**config.mk**
```make
export PLATFORM = sky130hd
export DESIGN_NAME = axi_rd_burst_arbiter
export DESIGN_NICKNAME = d
export VERILOG_FILES = /design/src/rtl/axi_rd_burst_arbiter.sv
export SDC_FILE = /design/constraint.sdc
export NUM_CORES = 1
export LEC_CHECK = 0
export ABC_AREA = 1
export CORE_AREA = 2 2 110 112
export DETAILED_ROUTE_END_ITERATION = 16
export DIE_AREA = 0 0 112 114
export GPL_TIMING_DRIVEN = 0
export MAX_ROUTING_LAYER = met4
export PLACE_DENSITY_LB_ADDON = 0.1
export SYNTH_ARGS = -nofsm -noshare
export SYNTH_HDL_FRONTEND = slang
export SYNTH_SLANG_ARGS = --single-unit
```
**constraint.sdc**
```tcl
create_clock -name bus_clk -period 3.4 [get_ports bus_clk]
set_input_delay 0.68 -clock bus_clk [delete_from_list [all_inputs] [get_ports bus_clk]]
set_output_delay 0.68 -clock bus_clk [all_outputs]
set_load 0.05 [all_outputs]
```
**src/rtl/axi_rd_burst_arbiter.sv**
```systemverilog
// Two-requester AXI3 read arbiter: round-robin per burst, one burst in flight,
// R beats routed to the granted requester, sticky burst-length mismatch flag.
module axi_rd_burst_arbiter #(
    parameter int ADDR_W = 32,
    parameter int DATA_W = 32
) (
    input  logic              bus_clk,
    input  logic              bus_rst,
    input  logic              s0_arvalid,
    output logic              s0_arready,
    input  logic [ADDR_W-1:0] s0_araddr,
    input  logic [3:0]        s0_arlen,
    input  logic [2:0]        s0_arsize,
    input  logic [1:0]        s0_arburst,
    input  logic [2:0]        s0_arprot,
    input  logic [3:0]        s0_arcache,
    output logic              s0_rvalid,
    input  logic              s0_rready,
    output logic [DATA_W-1:0] s0_rdata,
    output logic [1:0]        s0_rresp,
    output logic              s0_rlast,
    input  logic              s1_arvalid,
    output logic              s1_arready,
    input  logic [ADDR_W-1:0] s1_araddr,
    input  logic [3:0]        s1_arlen,
    input  logic [2:0]        s1_arsize,
    input  logic [1:0]        s1_arburst,
    input  logic [2:0]        s1_arprot,
    input  logic [3:0]        s1_arcache,
    output logic              s1_rvalid,
    input  logic              s1_rready,
    output logic [DATA_W-1:0] s1_rdata,
    output logic [1:0]        s1_rresp,
    output logic              s1_rlast,
    output logic              m_axi_arvalid,
    input  logic              m_axi_arready,
    output logic [ADDR_W-1:0] m_axi_araddr,
    output logic [3:0]        m_axi_arlen,
    output logic [2:0]        m_axi_arsize,
    output logic [1:0]        m_axi_arburst,
    output logic [2:0]        m_axi_arprot,
    output logic [3:0]        m_axi_arcache,
    input  logic              m_axi_rvalid,
    output logic              m_axi_rready,
    input  logic [DATA_W-1:0] m_axi_rdata,
    input  logic [1:0]        m_axi_rresp,
    input  logic              m_axi_rlast,
    input  logic              err_clr,
    output logic              err,
    output logic              busy
);

    localparam int AR_W = ADDR_W + 4 + 3 + 2 + 3 + 4;

    typedef enum logic [1:0] {IDLE, ADDR, DATA} state_t;

    state_t          state_reg, state_next;
    logic            rr_reg, rr_next;
    logic            gnt_reg, gnt_next;
    logic [4:0]      cnt_reg, cnt_next;
    logic            err_reg, err_next;
    logic [AR_W-1:0] ar_reg, ar_next;

    logic [AR_W-1:0] ar_req [2];
    logic [1:0]      arvalid_v, rready_v, arready_v, rvalid_v;
    logic            win, grant, hs, mismatch;

    assign ar_req[0] = {s0_araddr, s0_arlen, s0_arsize, s0_arburst, s0_arprot, s0_arcache};
    assign ar_req[1] = {s1_araddr, s1_arlen, s1_arsize, s1_arburst, s1_arprot, s1_arcache};
    assign arvalid_v = {s1_arvalid, s0_arvalid};
    assign rready_v  = {s1_rready, s0_rready};

    // With both requesting, rr picks; otherwise whoever is asking.
    assign win   = (arvalid_v == 2'b11) ? rr_reg : arvalid_v[1];
    assign grant = (state_reg == IDLE) && (arvalid_v != 2'b00) && !bus_rst;

    assign m_axi_rready = (state_reg == DATA) && rready_v[gnt_reg];
    assign hs           = (state_reg == DATA) && m_axi_rvalid && m_axi_rready;

    // cnt counts beats already accepted, so the final beat must see cnt == arlen.
    assign mismatch = hs && (m_axi_rlast ? (cnt_reg != {1'b0, m_axi_arlen})
                                         : (cnt_reg >= {1'b0, m_axi_arlen}));

    generate
        for (genvar gi = 0; gi < 2; gi++) begin : g_req
            assign arready_v[gi] = grant && (win == 1'(gi));
            assign rvalid_v[gi]  = (state_reg == DATA) && (gnt_reg == 1'(gi)) && m_axi_rvalid;
        end
    endgenerate

    assign s0_arready = arready_v[0];
    assign s1_arready = arready_v[1];
    assign s0_rvalid  = rvalid_v[0];
    assign s1_rvalid  = rvalid_v[1];
    assign s0_rdata   = m_axi_rdata;
    assign s1_rdata   = m_axi_rdata;
    assign s0_rresp   = m_axi_rresp;
    assign s1_rresp   = m_axi_rresp;
    assign s0_rlast   = m_axi_rlast;
    assign s1_rlast   = m_axi_rlast;

    assign {m_axi_araddr, m_axi_arlen, m_axi_arsize,
            m_axi_arburst, m_axi_arprot, m_axi_arcache} = ar_reg;
    assign m_axi_arvalid = (state_reg == ADDR);
    assign busy          = (state_reg != IDLE);
    assign err           = err_reg;

    always_comb begin
        state_next = state_reg;
        rr_next    = rr_reg;
        gnt_next   = gnt_reg;
        cnt_next   = cnt_reg;
        ar_next    = ar_reg;
        case (state_reg)
            IDLE: begin
                if (arvalid_v != 2'b00) begin
                    ar_next    = ar_req[win];
                    gnt_next   = win;
                    cnt_next   = 5'd0;
                    state_next = ADDR;
                end
            end
            ADDR: begin
                if (m_axi_arready) begin
                    state_next = DATA;
                end
            end
            DATA: begin
                if (hs) begin
                    if (cnt_reg != 5'd16) begin
                        cnt_next = cnt_reg + 5'd1;
                    end
                    if (m_axi_rlast) begin
                        state_next = IDLE;
                        rr_next    = ~gnt_reg;
                    end
                end
            end
            default: state_next = IDLE;
        endcase
        // A fresh mismatch outranks a same-cycle clear.
        err_next = mismatch ? 1'b1 : (err_clr ? 1'b0 : err_reg);
    end

    always_ff @(posedge bus_clk) begin
        if (bus_rst) begin
            state_reg <= IDLE;
            rr_reg    <= 1'b0;
            gnt_reg   <= 1'b0;
            cnt_reg   <= 5'd0;
            err_reg   <= 1'b0;
            ar_reg    <= '0;
        end else begin
            state_reg <= state_next;
            rr_reg    <= rr_next;
            gnt_reg   <= gnt_next;
            cnt_reg   <= cnt_next;
            err_reg   <= err_next;
            ar_reg    <= ar_next;
        end
    end

endmodule

```
==> results.cfg, run 1 <==
[die]
design.core.area_um2 = 11700
die_area_um2 = 12800
die_y_um = 114
rows = 40
floorplan.initialDensity = 0.280
floorplan.io_pins = 266
fp.dieW_um = 112

[yosys]
yosys_warnings = 0
synth.top_cell.area_share = 0.354
synth_sequential_area_ratio = 0.354
synth-edff-count = 0
synth_area_leader_cell = sky130_fd_sc_hd__dfxtp_1
synth.area.top_cells = sky130_fd_sc_hd__dfxtp_1, sky130_fd_sc_hd__buf_4, sky130_fd_sc_hd__nand3_1, sky130_fd_sc_hd__nand2_1, sky130_fd_sc_hd__nor2_1
ys_types = 26
postSynth.asyncResetShare = 0
yosys.cell_count.top_type = sky130_fd_sc_hd__nand2_1
dominantRegCellSynth = sky130_fd_sc_hd__dfxtp_1
postSynthNetCount = 598
netlist_area_um2 = 3280
synthTopCellsByCount = sky130_fd_sc_hd__nand2_1, sky130_fd_sc_hd__nand3_1, sky130_fd_sc_hd__buf_4, sky130_fd_sc_hd__dfxtp_1, sky130_fd_sc_hd__nor2_1
synth.ff_latch_count = 58
avgSynthCellArea_um2 = 7.26
synthCells = 452

[cts]
clk_root_buffer_cell = sky130_fd_sc_hd__clkbuf_16
h-tree-depth = 3
clock_path_buffers = 2
path_clk_slew_ns = 0.05
cts_tree = done
cts_hold_buf = 0
numCtsBuffers = 9
cts.sinks = 58
setup_bufs_post_cts = 0
skew_pair_late_insertion_delay_ns = 0.32

[worst_setup_path]
critPathLaunchType = input port
critical-path-slowest-cell = sky130_fd_sc_hd__clkdlybuf4s50_1
crit_path_cell_trace = clkdlybuf4s50_1, inv_2, nand2_2, nand2_4, nor2_4, nand2_1, clkinv_2, buf_4, clkdlybuf4s15_1
timing.critical_path.fanout_max = 10
crit_type = in2out
worst_path_bufs_invs = 5
worst_path_dominant_cell_family = buffers and inverters
crit_path_end_kind = primary output
worst-endpoint-required_ns = 2.72
cp.arrival_ns = 2.57
critical-path-max-stage-delay_ns = 0.55

[routing]
remaining_drc_errors = 0
routed-via-count = 3718
drt_pass1_iterations = 4
violation_count_after_the_first_detailed_routing_iteration = 151
drt-vias-per-instance = 4.40
drt.antenna.violating_nets = 0
route.detailed.wl_per_inst_um = 13.3
detail_route.wirelength_mm = 11.2

[place]
gp_congestion = 0.800
hpwlAfterDp_mm = 9.08
placement.io_buffers = 231
dp_worst_setup_slack_ns = -0.177

[timing]
worst-slew-pin-transition_ns = 0.553
report.final.slew_viol_count = 0
final-hold-violation-count = 0
period_share = 0.957
timing.final.ws_setup_ns = 0.147
fin_worst_skew_ns = 0.00849
finalWorstPathRequiredPeriod_ns = 3.25
clock.fmax_mhz = 307
timing.setup.tns_ns = 0
final-setup-viol-count = 0
rsz0062_at_grt = false
slew_headroom = 0.630

[layout]
number_of_flip_flops_in_the_largest_register = 48
final_util = 0.517
multiInputGateArea_um2 = 1380
num-fill-cells = 1126
total_area_of_sequential_cells_um2 = 1160
final_nets = 840
post_route_cells_drive_above_1_share = 0.185
antenna_cells = 0
syn_to_final_growth_pct = 84.3

[run]
max-cap-violations = 0

[grt]
grt.met2_usage = 0.301
maximum_number_of_pins_on_one_net_before_global_route_repair = 11
most_used_routing_layer_in_global_routing = met2
grt_pass1_vias = 3635
antenna_found_initial = 0
globalRouteOverflowTotal = 0
gr-usage-all-layers = 0.174
grt_util_met1 = 0.200
first_pass_grt_wire_length_mm = 17.3
met3_usage = 0.0399

[pwr]
max-vdd-ir-drop_mv = 0.194
power_density_over_the_cells_nw_per_um2 = 434
static-leakage-power_nw = 2.53

[hold_path]
worstHoldPathType = reg2reg

[run_status]
status = finished clean
[worst paths after layout]
kind | startpoint | endpoint | slack (ns) | cells past startpoint
worst min-delay path | ar_reg[17]$_SDFFE_PP0P_ | ar_reg[17]$_SDFFE_PP0P_ | 0.47 | 2
worst min register to register | ar_reg[17]$_SDFFE_PP0P_ | ar_reg[17]$_SDFFE_PP0P_ | 0.47 | 2
worst max-delay path | s0_arvalid | s1_arready | 0.15 | 9
worst max register to register | rr_reg$_SDFFE_PP0P_ | ar_reg[13]$_SDFFE_PP0P_ | 1.83 | 6
[per-stage QoR]
step                      cell area (um^2)  total power, W  hold slack, ns  std cells
after floorplan                       3280         0.00143           0.470        452
after global placement                5780         0.00182           0.463        830
after detailed placement              5780         0.00183           0.469        830
after CTS                             6050         0.00266           0.476        845
after global routing                  6050         0.00274           0.487        845
final                                 6050         0.00263           0.473        845
[metal layers]
layer  up-vias  share of wire
met5         -              0
met2       168           0.51
met4         0          0.014
met1      1652           0.41
li1       1882              -
met3        16          0.071
[kinds of logic after synthesis]
logic type                 after synthesis  share of synthesized area
and+or+nand+nor                        223                      0.315
buffers and inverters                  119                      0.227
DFF                                     58                      0.354
AOI/OAI and AO/OA                       45                     0.0789
adders and majority gates                6                     0.0229
xor gates and xnor gates                 1                    0.00267
[worst reg2reg max path, cell delays in order (launching register included)]
cell and delay, ns:
sky130_fd_sc_hd__dfxtp_1 0.30, sky130_fd_sc_hd__inv_1 0.07, sky130_fd_sc_hd__a21oi_4 0.35, sky130_fd_sc_hd__inv_2 0.15, sky130_fd_sc_hd__clkbuf_1 0.25, sky130_fd_sc_hd__o21ai_0 0.25
sky130_fd_sc_hd__o22ai_1 0.09
[final cells by class]
class                   instances  share of cell area
plain buffers                  91               0.105
clock inverters                 3             0.00248
repair buffers                231               0.382
well taps                     147              0.0304
flip-flops and latches         58               0.192
inverters                      28              0.0180
multi-input cells             275               0.228
clock buffers                  12              0.0424
[repair_timing]
action | CTS | global route
gates cloned | 0 | 0
endpoints found under the setup margin | 2 | 1
gates resized for setup | 2 | 1
[placed cells by master (no fill, tap or decap), drive strengths merged, types with 4 or more instances in the layout]
master and instances:
clkdlybuf4s50 229, clkinv 4, a21oi 10, buf 87, dfxtp 58, inv 27
nand2 98, nor2 35, ha 6, nand3 86, o21ai 32, clkbuf 16
[report_power, final]
part | total [W] | switching [W] | internal (W)
combinational | 0.00102 | 0.000616 | 0.000403
clock | 0.000821 | 0.000298 | 0.000524
sequential | 0.000787 | 0.0000384 | 0.000748
total | 0.00263 | 0.000952 | 0.00168
Note: power is estimated with default switching activity, not from simulation.
==> run 2, diff against run 1 <==
==> constraint.sdc (replaced) <==
create_clock -name bus_clk -period 3.4 [get_ports bus_clk]
set_input_delay 0.85 -clock bus_clk [delete_from_list [all_inputs] [get_ports bus_clk]]
set_output_delay 0.85 -clock bus_clk [all_outputs]
set_load 0.05 [all_outputs]
==> run 2 against run 1 <==
Utilization is 0.18 points higher. Non-clock buffer count is 3 higher. Critical path depth is 2 lower. Global-route usage hardly changed. Power is 0.33% higher. Sequential cell count stayed put. Cell area is 0.35% higher. Count of clock-buffer cells in the layout stayed put. Sequential share of layout area is 0.067 points lower. Highest routed layer unchanged.
==> results.cfg, run 2 (synthesis gave the netlist of run 1 again) <==
[worst_setup_path]
most_frequent_cell_on_the_critical_path = sky130_fd_sc_hd__buf_4
crit_type = in2out
critical-path-slowest-cell = sky130_fd_sc_hd__clkdlybuf4s50_1
worst-endpoint-required_ns = 2.55
timing.critical_path.fanout_max = 10
critical-path-max-stage-delay_ns = 0.47
critPathLaunchType = input port
worst_path_dominant_cell_family = buffers and inverters
crit_path_cell_trace = clkdlybuf4s50_1, inv_1, a21oi_4, nand2_1, clkinv_2, buf_4, buf_4
worst_path_bufs_invs = 5
crit_path_end_kind = primary output
cp.arrival_ns = 2.40

[layout]
mostFrequentLayoutCells = sky130_fd_sc_hd__clkdlybuf4s50_1, sky130_fd_sc_hd__nand2_1, sky130_fd_sc_hd__nand3_1
num-fill-cells = 1129
antenna_cells = 0
design_area_um2 = 6070
final_util = 0.518
number_of_flip_flops_in_the_largest_register = 48
post_route_cells_drive_above_1_share = 0.191
final_nets = 843
most_common_cell_after_layout_fill_and_taps_aside = sky130_fd_sc_hd__clkdlybuf4s50_1
syn_to_final_growth_pct = 84.9
total_area_of_sequential_cells_um2 = 1160
multiInputGateArea_um2 = 1380

[die]
die_y_um = 114
floorplan.io_pins = 266
rows = 40
floorplan.initialDensity = 0.280
design.core.area_um2 = 11700
fp.dieW_um = 112
die_area_um2 = 12800

[timing]
worst-slew-pin-transition_ns = 0.553
final-hold-violation-count = 0
report.final.slew_viol_count = 0
timing.setup.tns_ns = 0
final-setup-viol-count = 0
fin_worst_skew_ns = 0.00739
period_share = 0.957
final_hold_slack_ns = 0.473
rsz0062_at_grt = false
slew_headroom = 0.630
finalWorstPathRequiredPeriod_ns = 3.25
clock.fmax_mhz = 307

[cts]
clk_root_buffer_cell = sky130_fd_sc_hd__clkbuf_16
skew_pair_late_insertion_delay_ns = 0.32
h-tree-depth = 3
clock_path_buffers = 2
cts.sinks = 58
cts_hold_buf = 0
path_clk_slew_ns = 0.05
cts_tree = done
numCtsBuffers = 9

[grt]
antenna_found_initial = 0
globalRouteOverflowTotal = 0
grt_pass1_vias = 3637
maximum_number_of_pins_on_one_net_before_global_route_repair = 11
first_pass_grt_wire_length_mm = 17.3
gr-usage-all-layers = 0.175

[place]
gp_congestion = 0.800
hpwlAfterDp_mm = 9.08
placement.io_buffers = 231
detailed_place.area_um2 = 5780

[pwr]
max-vdd-ir-drop_mv = 0.196
static-leakage-power_nw = 2.55
p_total_w = 0.00264
power_density_over_the_cells_nw_per_um2 = 434

[routing]
detail_route.wirelength_mm = 11.3
remaining_drc_errors = 0
violation_count_after_the_first_detailed_routing_iteration = 148
drt.antenna.violating_nets = 0
drt-vias-per-instance = 4.39
routed-via-count = 3724
route.detailed.wl_per_inst_um = 13.3
drt_pass1_iterations = 4

[run_status]
status = finished clean

[run]
max-cap-violations = 0

[hold_path]
worstHoldPathType = reg2reg
==> run 2: cell types whose count changed in the layout (fill, tap and decap cells not counted), sizes merged <==
cell	previous run	this run
dlygate4sd2	1	0
buf	87	91
clkdlybuf4s15	1	0
clkbuf	16	17
==> run 2: cell type report <==
cell class,count,area share
Timing Repair Buffer,234,0.384
Inverter,28,0.0179
Tap cell,147,0.0303
Buffer,91,0.105
Clock inverter,3,0.00247
Clock buffer,12,0.0423
Sequential cell,58,0.191
Multi-Input combinational cell,275,0.227
==> run 2: timing repair <==
item                                    4_1_cts  5_1_grt
pin swaps                                     0        1
setup buffers                                 0        3
endpoints found under the setup margin        2        2
gates resized for setup                      10        5
==> run 2: per-layer routing <==
metal | track usage | part of all wire | up-vias
met3 | 0.0399 | 0.070 | 18
met4 | 0.0610 | 0.014 | 0
met1 | 0.201 | 0.41 | 1657
li1 | - | - | 1888
met5 | - | 0 | -
met2 | 0.301 | 0.50 | 161
==> run 2: per-stage QoR <==
stage	cells	setup WS, ns
5_1_grt	848	0.0221
6_report	848	0.147
4_1_cts	845	0.0152
3_5_place_dp	830	-0.517
2_1_floorplan	452	0.917
3_3_place_gp	830	-0.530
==> run 2: worst paths after layout <==
check	from	end	slack, ns	cells after the start
setup / recovery	s1_arvalid	s1_arready	0.15	7
hold / removal	ar_reg[17]$_SDFFE_PP0P_	ar_reg[17]$_SDFFE_PP0P_	0.47	2
setup reg to reg	rr_reg$_SDFFE_PP0P_	ar_reg[13]$_SDFFE_PP0P_	1.83	6
hold reg to reg	ar_reg[17]$_SDFFE_PP0P_	ar_reg[17]$_SDFFE_PP0P_	0.47	2
==> run 2: worst min-delay path, stage by stage (launching register included) <==
cell	delay, ns
sky130_fd_sc_hd__dfxtp_1	0.30
sky130_fd_sc_hd__nand3_1	0.07
sky130_fd_sc_hd__o21ai_1	0.05
==> run 2: power breakdown <==
group          internal, W  switching [W]
clock             0.000524       0.000300
combinational     0.000409       0.000617
sequential        0.000748      0.0000384
total              0.00168       0.000956
